`src/rtl/disparity_wta_accum_pkg.sv`:
```
// -----------------------------------------------------------------------------
// disparity_wta_accum_pkg
//   System-wide constants shared by the argmin tree, the winner-take-all
//   accumulator and downstream consumers, plus the width helpers they use.
//   Every block derives its disparity width from the same functions, so the
//   widths always match.
//
//   Constants:
//     DISPARITIES    total disparity search range
//     COST_WIDTH     aggregated cost word width
//     ARGMIN_INPUTS  disparities reduced per argmin beat
//     SYS_CHUNKS     beats per pixel (DISPARITIES / ARGMIN_INPUTS)
//     SYS_DISP_BITS  disparity width for the system configuration
// -----------------------------------------------------------------------------
package disparity_wta_accum_pkg;

  // Ceiling log2; clog2_f(1) == 0.
  function automatic int clog2_f(input int value);
    int result;
    int rem;
    result = 0;
    rem    = value - 1;
    while (rem > 0) begin
      result = result + 1;
      rem    = rem >> 1;
    end
    return result;
  endfunction

  // Chunk counter width; a counter always needs at least one bit.
  function automatic int cnt_bits_f(input int chunks);
    return (chunks > 1) ? clog2_f(chunks) : 1;
  endfunction

  // Global disparity = {chunk number, local index}.
  function automatic int disp_bits_f(input int chunks, input int inputs);
    return clog2_f(chunks) + clog2_f(inputs);
  endfunction

  localparam int DISPARITIES   = 64;
  localparam int COST_WIDTH    = 8;
  localparam int ARGMIN_INPUTS = 8;
  localparam int SYS_CHUNKS    = DISPARITIES / ARGMIN_INPUTS;
  localparam int SYS_DISP_BITS = disp_bits_f(SYS_CHUNKS, ARGMIN_INPUTS);

endpackage

```
`src/rtl/disparity_wta_accum_running_min.sv`:
```
// -----------------------------------------------------------------------------
// wta_running_min
//   Combinational compare/select between the running best (cost, disparity)
//   and the candidate of the current beat. The candidate wins only on a
//   strictly lower cost, so on ties the earlier (lower) disparity is kept.
//   first_i forces the candidate to win (first beat of a pixel, where the
//   running registers hold stale data).
//
//   Ports:
//     first_i       candidate wins unconditionally
//     run_cost_i    running best cost
//     run_disp_i    running best disparity
//     cand_cost_i   candidate cost
//     cand_disp_i   candidate disparity
//     win_cost_o    selected cost
//     win_disp_o    selected disparity
// -----------------------------------------------------------------------------
module wta_running_min #(
  parameter int WIDTH     = 8,
  parameter int DISP_BITS = 6
) (
  input  logic                 first_i,
  input  logic [WIDTH-1:0]     run_cost_i,
  input  logic [DISP_BITS-1:0] run_disp_i,
  input  logic [WIDTH-1:0]     cand_cost_i,
  input  logic [DISP_BITS-1:0] cand_disp_i,
  output logic [WIDTH-1:0]     win_cost_o,
  output logic [DISP_BITS-1:0] win_disp_o
);

  logic take_cand;

  assign take_cand  = first_i || (cand_cost_i < run_cost_i);
  assign win_cost_o = take_cand ? cand_cost_i : run_cost_i;
  assign win_disp_o = take_cand ? cand_disp_i : run_disp_i;

endmodule

```
`src/rtl/disparity_wta_accum.sv`:
```
// -----------------------------------------------------------------------------
// disparity_wta_accum
//   Sequential winner-take-all stage behind the per-beat argmin tree. A pixel's
//   cost vector arrives as CHUNKS beats, each carrying the minimum cost and its
//   local index among INPUTS disparities. The block keeps a running minimum
//   across beats and emits one (disparity, cost) result per pixel.
//
//   Optional feature (macro SGM_WTA_SATURATION_FLAG_EN): out_invalid_o flags a
//   winning cost of all-ones (saturated aggregation). Without the macro the
//   flag is tied to 0.
//
//   Ports:
//     clk              system clock, rising edge
//     rst              asynchronous active-high reset
//     in_valid_i       beat present
//     in_ready_o       beat accepted this cycle (combinational)
//     in_min_value_i   beat minimum cost
//     in_min_index_i   local index of that minimum
//     out_valid_o      result present
//     out_ready_i      consumer accepts result
//     out_disparity_o  winning disparity
//     out_cost_o       winning cost
//     out_invalid_o    saturated-cost flag
// -----------------------------------------------------------------------------
module disparity_wta_accum
  import disparity_wta_accum_pkg::*;
#(
  parameter int  WIDTH      = COST_WIDTH,
  parameter int  INPUTS     = ARGMIN_INPUTS,
  parameter int  CHUNKS     = SYS_CHUNKS,
  localparam int INDEX_BITS = clog2_f(INPUTS),
  localparam int CNT_BITS   = cnt_bits_f(CHUNKS),
  localparam int DISP_BITS  = disp_bits_f(CHUNKS, INPUTS)
) (
  input  logic                  clk,
  input  logic                  rst,
  input  logic                  in_valid_i,
  output logic                  in_ready_o,
  input  logic [WIDTH-1:0]      in_min_value_i,
  input  logic [INDEX_BITS-1:0] in_min_index_i,
  output logic                  out_valid_o,
  input  logic                  out_ready_i,
  output logic [DISP_BITS-1:0]  out_disparity_o,
  output logic [WIDTH-1:0]      out_cost_o,
  output logic                  out_invalid_o
);

  localparam logic [CNT_BITS-1:0] LAST_CHUNK = CNT_BITS'(CHUNKS - 1);

  logic                 in_ready;
  logic                 accept;
  logic                 last_beat;
  logic                 first_beat;
  logic [DISP_BITS-1:0] cand_disp;
  logic [WIDTH-1:0]     win_cost;
  logic [DISP_BITS-1:0] win_disp;

  logic [CNT_BITS-1:0]  chunk_cnt_q, chunk_cnt_d;
  logic [WIDTH-1:0]     run_cost_q,  run_cost_d;
  logic [DISP_BITS-1:0] run_disp_q,  run_disp_d;
  logic                 out_valid_q, out_valid_d;
  logic [WIDTH-1:0]     out_cost_q,  out_cost_d;
  logic [DISP_BITS-1:0] out_disp_q,  out_disp_d;

  // A held result blocks every beat, mid-pixel ones included, so the running
  // state can never overtake an unconsumed result.
  assign in_ready   = !out_valid_q || out_ready_i;
  assign accept     = in_valid_i && in_ready;
  assign last_beat  = (chunk_cnt_q == LAST_CHUNK);
  assign first_beat = (chunk_cnt_q == '0);

  // chunk*INPUTS + index is a plain concatenation because INPUTS is a power
  // of two; the cast drops the spare counter bit when CHUNKS == 1.
  assign cand_disp = DISP_BITS'({chunk_cnt_q, in_min_index_i});

  wta_running_min #(
    .WIDTH     (WIDTH),
    .DISP_BITS (DISP_BITS)
  ) u_running_min (
    .first_i     (first_beat),
    .run_cost_i  (run_cost_q),
    .run_disp_i  (run_disp_q),
    .cand_cost_i (in_min_value_i),
    .cand_disp_i (cand_disp),
    .win_cost_o  (win_cost),
    .win_disp_o  (win_disp)
  );

  always_comb begin
    chunk_cnt_d = chunk_cnt_q;
    run_cost_d  = run_cost_q;
    run_disp_d  = run_disp_q;
    out_valid_d = out_valid_q;
    out_cost_d  = out_cost_q;
    out_disp_d  = out_disp_q;

    if (out_valid_q && out_ready_i) begin
      out_valid_d = 1'b0;
    end

    // A last beat accepted in the same cycle as a consume reloads the
    // outputs and keeps out_valid high.
    if (accept) begin
      if (last_beat) begin
        out_valid_d = 1'b1;
        out_cost_d  = win_cost;
        out_disp_d  = win_disp;
        chunk_cnt_d = '0;
      end else begin
        run_cost_d  = win_cost;
        run_disp_d  = win_disp;
        chunk_cnt_d = chunk_cnt_q + CNT_BITS'(1);
      end
    end
  end

  always_ff @(posedge clk or posedge rst) begin
    if (rst) begin
      chunk_cnt_q <= '0;
      run_cost_q  <= '1;
      run_disp_q  <= '0;
      out_valid_q <= 1'b0;
      out_cost_q  <= '0;
      out_disp_q  <= '0;
    end else begin
      chunk_cnt_q <= chunk_cnt_d;
      run_cost_q  <= run_cost_d;
      run_disp_q  <= run_disp_d;
      out_valid_q <= out_valid_d;
      out_cost_q  <= out_cost_d;
      out_disp_q  <= out_disp_d;
    end
  end

`ifdef SGM_WTA_SATURATION_FLAG_EN
  logic out_invalid_q, out_invalid_d;

  // Registered alongside the result so flag and disparity always match.
  always_comb begin
    out_invalid_d = out_invalid_q;
    if (accept && last_beat) begin
      out_invalid_d = (win_cost == {WIDTH{1'b1}});
    end
  end

  always_ff @(posedge clk or posedge rst) begin
    if (rst) begin
      out_invalid_q <= 1'b0;
    end else begin
      out_invalid_q <= out_invalid_d;
    end
  end

  assign out_invalid_o = out_invalid_q;
`else
  assign out_invalid_o = 1'b0;
`endif

  assign in_ready_o      = in_ready;
  assign out_valid_o     = out_valid_q;
  assign out_cost_o      = out_cost_q;
  assign out_disparity_o = out_disp_q;

endmodule
```
`config.mk`:
```
export PLATFORM = sky130hd
export DESIGN_NAME = disparity_wta_accum
export DESIGN_NICKNAME = d
export VERILOG_FILES = /design/src/rtl/disparity_wta_accum_pkg.sv /design/src/rtl/disparity_wta_accum_running_min.sv /design/src/rtl/disparity_wta_accum.sv
export SDC_FILE = /design/constraint.sdc
export NUM_CORES = 1
export LEC_CHECK = 0
export BUFFER_PORTS_ARGS = -buffer_cell sky130_fd_sc_hd__buf_4
export CORE_MARGIN = 2
export CORE_UTILIZATION = 40
export DETAILED_ROUTE_END_ITERATION = 8
export PLACE_DENSITY_LB_ADDON = 0.08
export RECOVER_POWER = 25
export SYNTH_ARGS = -nofsm -noshare
export SYNTH_HDL_FRONTEND = slang
export SYNTH_SLANG_ARGS = --single-unit
```
`constraint.sdc`:
```
create_clock -name clk -period 2 [get_ports clk]
set_input_delay 0.2 -clock clk [delete_from_list [all_inputs] [get_ports clk]]
set_output_delay 0.2 -clock clk [all_outputs]
set_load 0.005 [all_outputs]
```
==> flow_summary.yaml, run 1 <==
run_status:
  status: "complete, but fails checks"
  violations: "max-capacitance violations, max-slew violations, negative setup slack"
sta:
  final_max_slew_viol_count: 33
  fin_ws_ps: -170.8
  slew_headroom_pct: -17.41
  worst_pin_slew_ps: 1761
  period_share_pct: 108.5
  finalHoldViolations: 0
  final-setup-viol-count: 21
  fmax_ghz: 0.4607
  skew_ps: 5.748
  rsz0062_at_grt: "yes"
  period_minus_slack_ps: 2171
  tns_ps: -1972
critical_path:
  cp_max_fo: 7
  crit_chain: "inv_2, ha_4, nand2_4, a211o_1, o21ba_4, o21ai_4, buf_12, mux2_4"
  cp.required_ps: 2170
  critical_path_arrival_ps: 2340
  r2r_slack_ps: -170
  critPathLaunchType: "flop"
  crit_family: "compound AO/OA/AOI/OAI gates"
  crit_buf_inv: 2
  max_stage_delay_ps: 540
  cp_slowest_cell: "dfstp_2"
  crit_type: "reg -> reg"
  critical_path.endpoint_type: "flop"
cells_and_area:
  fin_cells: 259
  fillers: 342
  utilization_pct: 60.62
  areaGrowthSynthToFinish_pct: 44.70
  layout.nets: 233
  drive_above_1_share_pct: 57.42
  insertedDiodeCount: 0
drt:
  wirelength_um: 4302
  first_pass_iters: 4
  via_per_inst: 5.340
  first_iter_violations: 80
  vias: 1383
  ant_nets: 0
  wl_per_cell_um: 16.61
  drc: 0
place:
  dp_hpwl_um: 2816
  placed_cells: 249
  place.gp.congestion: 0.7955
  io_buffer_count: 30
yosys:
  syn-num-nets: 183
  async_flop_share_pct: 100.0
  synthFlopType: "dfrtp_1"
  synth_edf_count: 0
  ys_seq_area_share_pct: 48.04
  ys_ff_latch: 32
  synth.avg_cell_area_um2: 10.68
  netlist_area_um2: 1688
  yosysWarningCount: 0
  ys_types: 25
  synthCells: 158
min_path:
  worstHoldPathType: "in -> reg"
global_route:
  antenna_found_initial: 0
  grt_max_degree: 33
  grt_pass1_wl_um: 7038
  grtUsageTotal_pct: 20.84
  grt_pass1_vias: 1451
  overflow: 0
floorplan:
  initial_utilization_pct: 41.89
  core_area_um2: 4029
  dieArea_um2: 4755
  dieWidth_um: 68.96
  ios: 32
  rows: 23
  die_h_um: 68.96
cts:
  cts_htree_levels: 2
  clockBufferDepth: 2
  root_buffer: "clkbuf_8"
  cts_buffers: 5
  tritoncts: "done"
  clkTransAtPathRegs_ps: 70
  clock_sinks: 32
  worstSkewPairLatency_ps: 290
power_and_ir_drop:
  power_mw: 4.170
  p_leak_nw: 1.093
  peakVddDrop_v: 0.0008221
  powerDensity_nw_per_um2: 1707
run:
  drv_cap: 1
[tightest hold or removal path, stage by stage]
cell and delay, ps:
buf_4 120, o21ai_4 50, a21oi_2 40
[what timing repair did]
action | in CTS | in global routing
gates resized for setup | 9 | 49
buffers inserted | 0 | 1
cloned | 0 | 1
endpoints found under the setup margin | 14 | 28
hold buffers | 0 | 0
pin swaps | 7 | 2
[layer usage]
metal,vias up,share of wire [%],track usage [%],wire [µm]
met5,-,0,0,0
met4,0,1.4,7.353,61
met3,5,3.5,5.519,152
met2,26,51,34.74,2209
met1,699,44,25.97,1878
li1,653,-,-,-
[synth_stat cells, types with 3 or more instances]
cell type / number / share of area [%]
dfrtp_1: 24 / 36
a21oi_1: 18 / 5.3
o21ai_0: 17 / 5.0
nor2_1: 15 / 3.3
a31oi_1: 13 / 4.8
inv_1: 12 / 2.7
ha_1: 10 / 7.4
mux2_4: 10 / 8.9
dfstp_2: 8 / 12
mux2_2: 6 / 4.0
clkbuf_1: 5 / 1.1
nand2_1: 5 / 1.1
nand2b_1: 3 / 1.1
[flip-flops by register name (all words and copies together), names as in the netlist]
name and cells:
out_valid_o 1, chunk_cnt_q 3, out_cost_o 8, run_disp_q 6
run_cost_q 8, out_disparity_o 6
[stage by stage]
stage	instance area (µm²)	hold WS [ps]	worst slack, ps
2_1_floorplan	1700	310.3	-142.3
3_3_place_gp	2103	317.5	-140.9
3_5_place_dp	2103	327.5	-165.7
4_1_cts	2248	10.07	-142.8
5_1_grt	2442	152.4	-245.4
6_report	2442	161.5	-170.8
[placed cells by master, fill, tap and decap left out]
| master | netlist | final |
|---|---|---|
| buf_4 | 1 | 47 |
| dfrtp_1 | 24 | 24 |
| nor2_1 | 15 | 15 |
| a31oi_1 | 13 | 13 |
| mux2_4 | 10 | 10 |
| a21oi_1 | 18 | 9 |
| a21oi_2 | 0 | 9 |
| o21ai_4 | 1 | 8 |
| dfstp_2 | 8 | 8 |
| inv_1 | 12 | 7 |
| o21ai_2 | 0 | 6 |
| mux2_2 | 6 | 6 |
| ha_4 | 0 | 6 |
| clkbuf_8 | 0 | 6 |
| inv_2 | 0 | 5 |
| nand2_1 | 5 | 4 |
| ha_1 | 10 | 4 |
| nand2b_1 | 3 | 3 |
| o21ai_1 | 0 | 3 |
| clkinv_2 | 0 | 2 |
| buf_12 | 0 | 2 |
| a2111oi_4 | 1 | 1 |
| nand2_4 | 0 | 1 |
| a211o_1 | 1 | 1 |
| o21ai_0 | 17 | 1 |
| o21ba_4 | 1 | 1 |
| o21bai_1 | 1 | 1 |
| nand3_1 | 1 | 1 |
| and3_1 | 1 | 1 |
| conb_1 | 1 | 1 |
| clkbuf_16 | 0 | 1 |
| clkbuf_4 | 0 | 1 |
| clkbuf_1 | 5 | 1 |
[path summary, 6_finish.rpt]
kind                               startpoint                  to  cells after the start
max                             run_cost_q[6]       run_disp_q[0]                      8
min                         in_min_index_i[1]  out_disparity_o[1]                      3
max reg2reg                     run_cost_q[6]       run_disp_q[0]                      8
min reg2reg                out_disparity_o[5]  out_disparity_o[5]                      2
max in group asynchronous                 rst       out_cost_o[5]                      3
min in group asynchronous                 rst  out_disparity_o[1]                      3
[power breakdown]
| group | internal, mW | leakage (nW) | switching (mW) | total [mW] |
|---|---|---|---|---|
| logic | 1.29 | 0.680 | 1.10 | 2.39 |
| registers | 1.04 | 0.363 | 0.218 | 1.26 |
| clock network | 0.274 | 0.0510 | 0.246 | 0.521 |
[cell type report]
class,instances,area [µm²],area share (%)
multi-input cells,105,1002,41.03
flip-flops and latches,32,810.8,33.20
repair buffers,52,429.2,17.57
clock buffers,6,82.58,3.381
well taps,50,62.56,2.561
inverters,12,45.04,1.844
clock inverters,2,10.01,0.4098
[kinds of logic after synthesis]
logic type | synth area share [%]
DFF | 48.04
muxes | 12.90
and+or+nand+nor | 6.227
other | 0.2222
buffers and inverters | 5.485
adders and majority gates | 7.413
AOI/OAI and AO/OA | 19.72
No activity file was read; power rests on OpenSTA's default activity.
==> run 2, diff against run 1 <==
--- a/config.mk
+++ b/config.mk
@@ -7,5 +7,4 @@
 export LEC_CHECK = 0
 export BUFFER_PORTS_ARGS = -buffer_cell sky130_fd_sc_hd__buf_4
-export CORE_MARGIN = 2
 export CORE_UTILIZATION = 40
 export DETAILED_ROUTE_END_ITERATION = 8
==> constraint.sdc (replaced) <==
create_clock -name clk -period 2 [get_ports clk]
set_input_delay 0.2 -clock clk [delete_from_list [all_inputs] [get_ports clk]]
set_output_delay 0.2 -clock clk [all_outputs]
set_load 0.01 [all_outputs]
==> run 2 against run 1 <==
Against the previous run: the flow still finishes with violations (max-capacitance violations, max-slew violations, negative setup slack); non-clock buffer count shrank 2; via count shrank 2.3%; hold slack lost 2.5 ps; critical path depth is the same; setup slack gained 1.6 ps; sequential share of layout area grew 0.98 points; first-iteration DRC count shrank 1.3%; global-route usage grew 0.60 points; clock power shrank 0.8%; largest power group unchanged.
==> flow_summary.yaml, run 2 (synthesis gave the netlist of run 1 again) <==
run_status:
  status: "complete, but fails checks"
  violations: "max-capacitance violations, max-slew violations, negative setup slack"
min_path:
  worstHoldPathType: "in -> reg"
sta:
  skew_ps: 6.612
  rsz0062_at_grt: "yes"
  period_minus_slack_ps: 2169
  finalHoldViolations: 0
  fmax_ghz: 0.4610
  final-setup-viol-count: 27
  period_share_pct: 108.5
  slew_headroom_pct: -17.10
  worst_pin_slew_ps: 1756
  fin_ws_ps: -169.2
  timing.hold.ws_ps: 158.9
  final_max_slew_viol_count: 33
drt:
  vias: 1351
  first_iter_violations: 79
  wirelength_um: 4130
  first_pass_iters: 4
  via_per_inst: 5.257
  drc: 0
  ant_nets: 0
  wl_per_cell_um: 16.07
critical_path:
  cp.required_ps: 2180
  critical_path_arrival_ps: 2340
  critical_path.endpoint_type: "flop"
  crit_type: "reg -> reg"
  critPathLaunchType: "flop"
  cp_max_fo: 5
cells_and_area:
  fillers: 356
  multi_input_area_um2: 965.9
  insertedDiodeCount: 0
  layout.nets: 231
  drive_above_1_share_pct: 55.07
  mostFrequentLayoutCells: "buf_4 (44), dfrtp_1 (24), nor2_1 (15)"
  final_common_cell: "buf_4"
  areaGrowthSynthToFinish_pct: 40.55
  regArea_um2: 810.8
floorplan:
  ios: 32
  initial_utilization_pct: 41.89
  core_area_um2: 4029
  dieArea_um2: 4484
  dieWidth_um: 66.96
  rows: 23
  die_h_um: 66.96
power_and_ir_drop:
  p_leak_nw: 1.089
  powerDensity_nw_per_um2: 1720
  peakVddDrop_v: 0.0007606
place:
  dp_hpwl_um: 2729
  place.gp.congestion: 0.7581
  io_buffer_count: 30
  place_ws_ps: -162.5
global_route:
  grtUsageTotal_pct: 21.44
  grt_pass1_vias: 1365
  antenna_found_initial: 0
  overflow: 0
  grt_pass1_wl_um: 6775
  grt_max_degree: 33
cts:
  root_buffer: "clkbuf_8"
  worstSkewPairLatency_ps: 290
  cts_buffers: 5
  clockBufferDepth: 2
  tritoncts: "done"
  cts_htree_levels: 2
  clkTransAtPathRegs_ps: 70
  clock_sinks: 32
run:
  drv_cap: 1
run 2: where the power goes:
part / switching [mW] / internal, mW
logic: 1.10 / 1.21
registers: 0.220 / 1.04
clock network: 0.243 / 0.274
total: 1.56 / 2.52
run 2: path summary, 6_finish.rpt:
check                                        start                  to  slack (ps)  cells after the start
worst max-delay path                 run_cost_q[7]       run_disp_q[1]        -170                      8
max in group asynchronous                      rst       out_cost_o[5]         450                      3
min in group asynchronous                      rst         out_valid_o         530                      3
worst min register to register  out_disparity_o[5]  out_disparity_o[5]         510                      2
worst min-delay path             in_min_index_i[2]  out_disparity_o[2]         160                      3
worst max register to register       run_cost_q[7]       run_disp_q[1]        -170                      8
run 2: per-stage QoR:
step / TNS (ps) / total power [mW] / instance area (µm²) / util (%) / cells
final: -2004 / 4.081 / 2372 / 58.88 / 257
after global routing: -3523 / 4.378 / 2372 / 58.88 / 257
after CTS: -1595 / 3.756 / 2226 / 55.25 / 256
after detailed placement: -1696 / 3.122 / 2083 / 51.71 / 248
after global placement: -1184 / 3.084 / 2083 / 51.71 / 248
after floorplan: -1214 / 2.385 / 1700 / - / 158
run 2: layout make-up:
class | count | area share (%)
Inverter | 12 | 1.899
Multi-Input combinational cell | 105 | 40.72
Sequential cell | 32 | 34.18
Clock buffer | 6 | 3.481
Tap cell | 50 | 2.637
Timing Repair Buffer | 50 | 16.67
Clock inverter | 2 | 0.4219
run 2: timing repair:
item                                    CTS  global route
buffers inserted                          0             1
endpoints found under the setup margin   13            28
hold buffers                              0             0
resized for setup                        11            46
pin swaps                                 4             4
run 2: worst max-delay path, stage by stage (launching register included):
cell and delay, ps:
dfstp_2 550, inv_2 50, ha_4 270, nand2_4 40, a211o_1 290, o21ba_4 220, o21ai_4 170, buf_6 160
mux2_4 300
run 2: per-layer routing:
metal,track usage (%),routed length (µm),up-vias
li1,-,-,648
met2,33.46,1972,35
met5,0,0,-
met1,27.07,1870,658
met3,5.822,182,10
met4,10.37,104,0
==> run 3, diff against run 2 <==
- ABC_AREA: not set -> 1
- CTS_BUF_LIST: not set -> sky130_fd_sc_hd__clkbuf_8
==> run 3 against run 2 <==
Against the previous run: the run ends with design-rule violations left; final area is 1.5% lower; first-iteration DRC count fell by 27%; clock power shrank 3%; global-route usage shrank 3.7 points.
==> flow_summary.yaml, run 3 <==
critical_path:
  rr_endpoint: "out_cost_o[6]"
  r2r-start: "run_cost_q[3]"
  cp_max_fo: 13
  crit_family: "simple AND/OR/NAND/NOR gates"
  critPathMostFrequentCell: "nand2_1"
  cp.required_ps: 2170
  crit_path_start: "run_cost_q[3]"
  crit_type: "reg -> reg"
  max_stage_delay_ps: 530
  crit_chain: "inv_1, ha_1, nand2_1, inv_2, nand2_1, nand2_1, nand2_2, nand2_8, nand2_8, buf_4, nand2_4, nand3_2, nand2_1"
  critPathLaunchType: "flop"
  cp-endpoint: "out_cost_o[6]"
  critical_path_arrival_ps: 2030
  r2r_slack_ps: 140
  r2r_cells: 13
  crit_buf_inv: 3
  critical_path.endpoint_type: "flop"
  cp_slowest_cell: "dfstp_2"
  cp_num_cells: 13
yosys:
  post-synth-top-count-cell: "nand2_1"
  synth_xor_area_share_pct: 0
  netlist_top_cells_area: "dfrtp_1 (31%), nand2_1 (14%), dfstp_2 (11%), nand2_4 (7.6%), nand3_2 (7.3%)"
  synth_compound_area_share_pct: 2.020
  syn-num-nets: 251
  async_flop_share_pct: 100.0
  synthFlopType: "dfrtp_1"
  ys_ff_latch: 32
  synthMuxAreaShare_pct: 0
  synth_edf_count: 0
  synth.avg_cell_area_um2: 8.498
  synth_top_area_share_pct: 31.27
  yosysWarningCount: 0
  ys_seq_area_share_pct: 42.21
  synth_fa_ha_area_share_pct: 6.515
  yosys.area_share.simple_pct: 38.76
  netlist_area_um2: 1921
  synthCells: 226
  synth_top_family_by_area: "simple AND/OR/NAND/NOR gates"
  synth_common_cells: "nand2_1 (72), inv_1 (28), nand3_1 (27), dfrtp_1 (24), nand3_2 (14)"
  ys_types: 22
  synth_largest_area_cell: "dfrtp_1"
drt:
  vias: 1469
  top_layer_used: "met4"
  via_per_inst: 4.619
  drt-met1-wl_um: 1904
  wl_met2_um: 1834
  drc: 3
  wirelength_um: 3903
  wl_per_cell_um: 12.27
  first_iter_violations: 58
  routed-wl-met3_um: 126
  ant_nets: 0
  first_pass_iters: 6
floorplan:
  die_h_um: 71.29
  initial_utilization_pct: 42.93
  dieArea_um2: 5082
  core_area_um2: 4474
  rows: 24
  ios: 32
  dieWidth_um: 71.29
sta:
  skew_ps: 2.908
  worst_pin_slew_ps: 801.5
  period_share_pct: 93.21
  rsz0062_at_grt: "no"
  tns_ps: 0
  finalHoldViolations: 0
  final_max_slew_viol_count: 0
  slew_headroom_pct: 46.56
  final-setup-viol-count: 0
  period_minus_slack_ps: 1864
  fin_ws_ps: 135.9
  fmax_ghz: 0.5365
cts:
  cts_buffers: 5
  worstSkewPairLatency_ps: 280
  tritoncts: "done"
  root_buffer: "clkbuf_8"
  clkTransAtPathRegs_ps: 70
  clockBufferDepth: 2
  cts_htree_levels: 2
  clock_sinks: 32
cells_and_area:
  drive_above_1_share_pct: 35.34
  multi_input_area_um2: 933.4
  layout.nets: 290
  areaGrowthSynthToFinish_pct: 21.69
  fin_area_um2: 2337
  fillers: 448
  regArea_um2: 810.8
  final_common_cell: "nand2_1"
  mostFrequentLayoutCells: "nand2_1 (72), buf_4 (37), inv_1 (30)"
  insertedDiodeCount: 0
global_route:
  grt_pass1_wl_um: 7010
  overflow: 0
  grt_max_degree: 33
  antenna_found_initial: 0
  grtUsageTotal_pct: 17.78
  grt_pass1_vias: 1526
place:
  placed_cell_area_um2: 2213
  dp_hpwl_um: 2776
  place_ws_ps: 126.2
  io_buffer_count: 30
  place.gp.congestion: 0.7046
run_status:
  status: "complete, but fails checks"
  violations: "design-rule violations"
power_and_ir_drop:
  powerDensity_nw_per_um2: 1606
  p_leak_nw: 1.309
  peakVddDrop_v: 0.0007739
run:
  drv_cap: 0
min_path:
  worstHoldPathType: "in -> async"
[run 3: repair_timing]
item	CTS	global route
hold buffers	0	0
setup endpoints to repair	0	2
resized for setup	0	3
setup buffers	0	2
[run 3: report_power, final]
group	switching, mW	total, mW	internal (mW)
logic	1.21	2.07	0.857
registers	0.165	1.18	1.02
clock network	0.233	0.503	0.270
total	1.61	3.75	2.15
[run 3: area by class of cell]
class | count | share of cell area, %
timing repair buffer | 40 | 13.28
tap | 52 | 2.784
clock buffer | 6 | 3.533
multi-input combinational | 152 | 39.94
inverter | 34 | 5.460
sequential | 32 | 34.69
clock inverter | 2 | 0.3212
[run 3: cell families after synthesis]
group,Yosys count
AOI/OAI and AO/OA,7
other,1
DFF,32
buffers and inverters,42
and+or+nand+nor,134
adders and majority gates,10
[run 3: routing by layer]
layer	vias to the layer above	GRT usage [%]
met5	-	0
met4	0	5.556
met3	4	3.797
met2	23	30.05
met1	667	22.85
li1	775	-
[run 3: worst min path at each step]
stage                      from            endpoint  cells after the start
floorplan                   rst      chunk_cnt_q[0]                      1
global placement            rst  out_disparity_o[0]                      3
detailed placement          rst  out_disparity_o[0]                      3
CTS                         rst  out_disparity_o[0]                      3
global route        out_ready_i         out_valid_o                      4
finish                      rst  out_disparity_o[0]                      3
[run 3: metrics by stage]
| step | hold WS [ps] | std cells | power (mW) | util (%) |
|---|---|---|---|---|
| after CTS | 22.32 | 316 | 3.736 | 51.48 |
| after global routing | 249.2 | 318 | 4.122 | 52.24 |
| after global placement | 323.4 | 308 | 3.188 | 49.47 |
| final | 152.0 | 318 | 3.753 | 52.24 |
| after floorplan | 310.3 | 226 | 2.650 | - |
| after detailed placement | 327.6 | 308 | 3.208 | 49.47 |
[run 3: worst min-delay path, stage by stage]
cell and delay [ps]:
clkbuf_4 100, inv_1 40, clkbuf_2 610
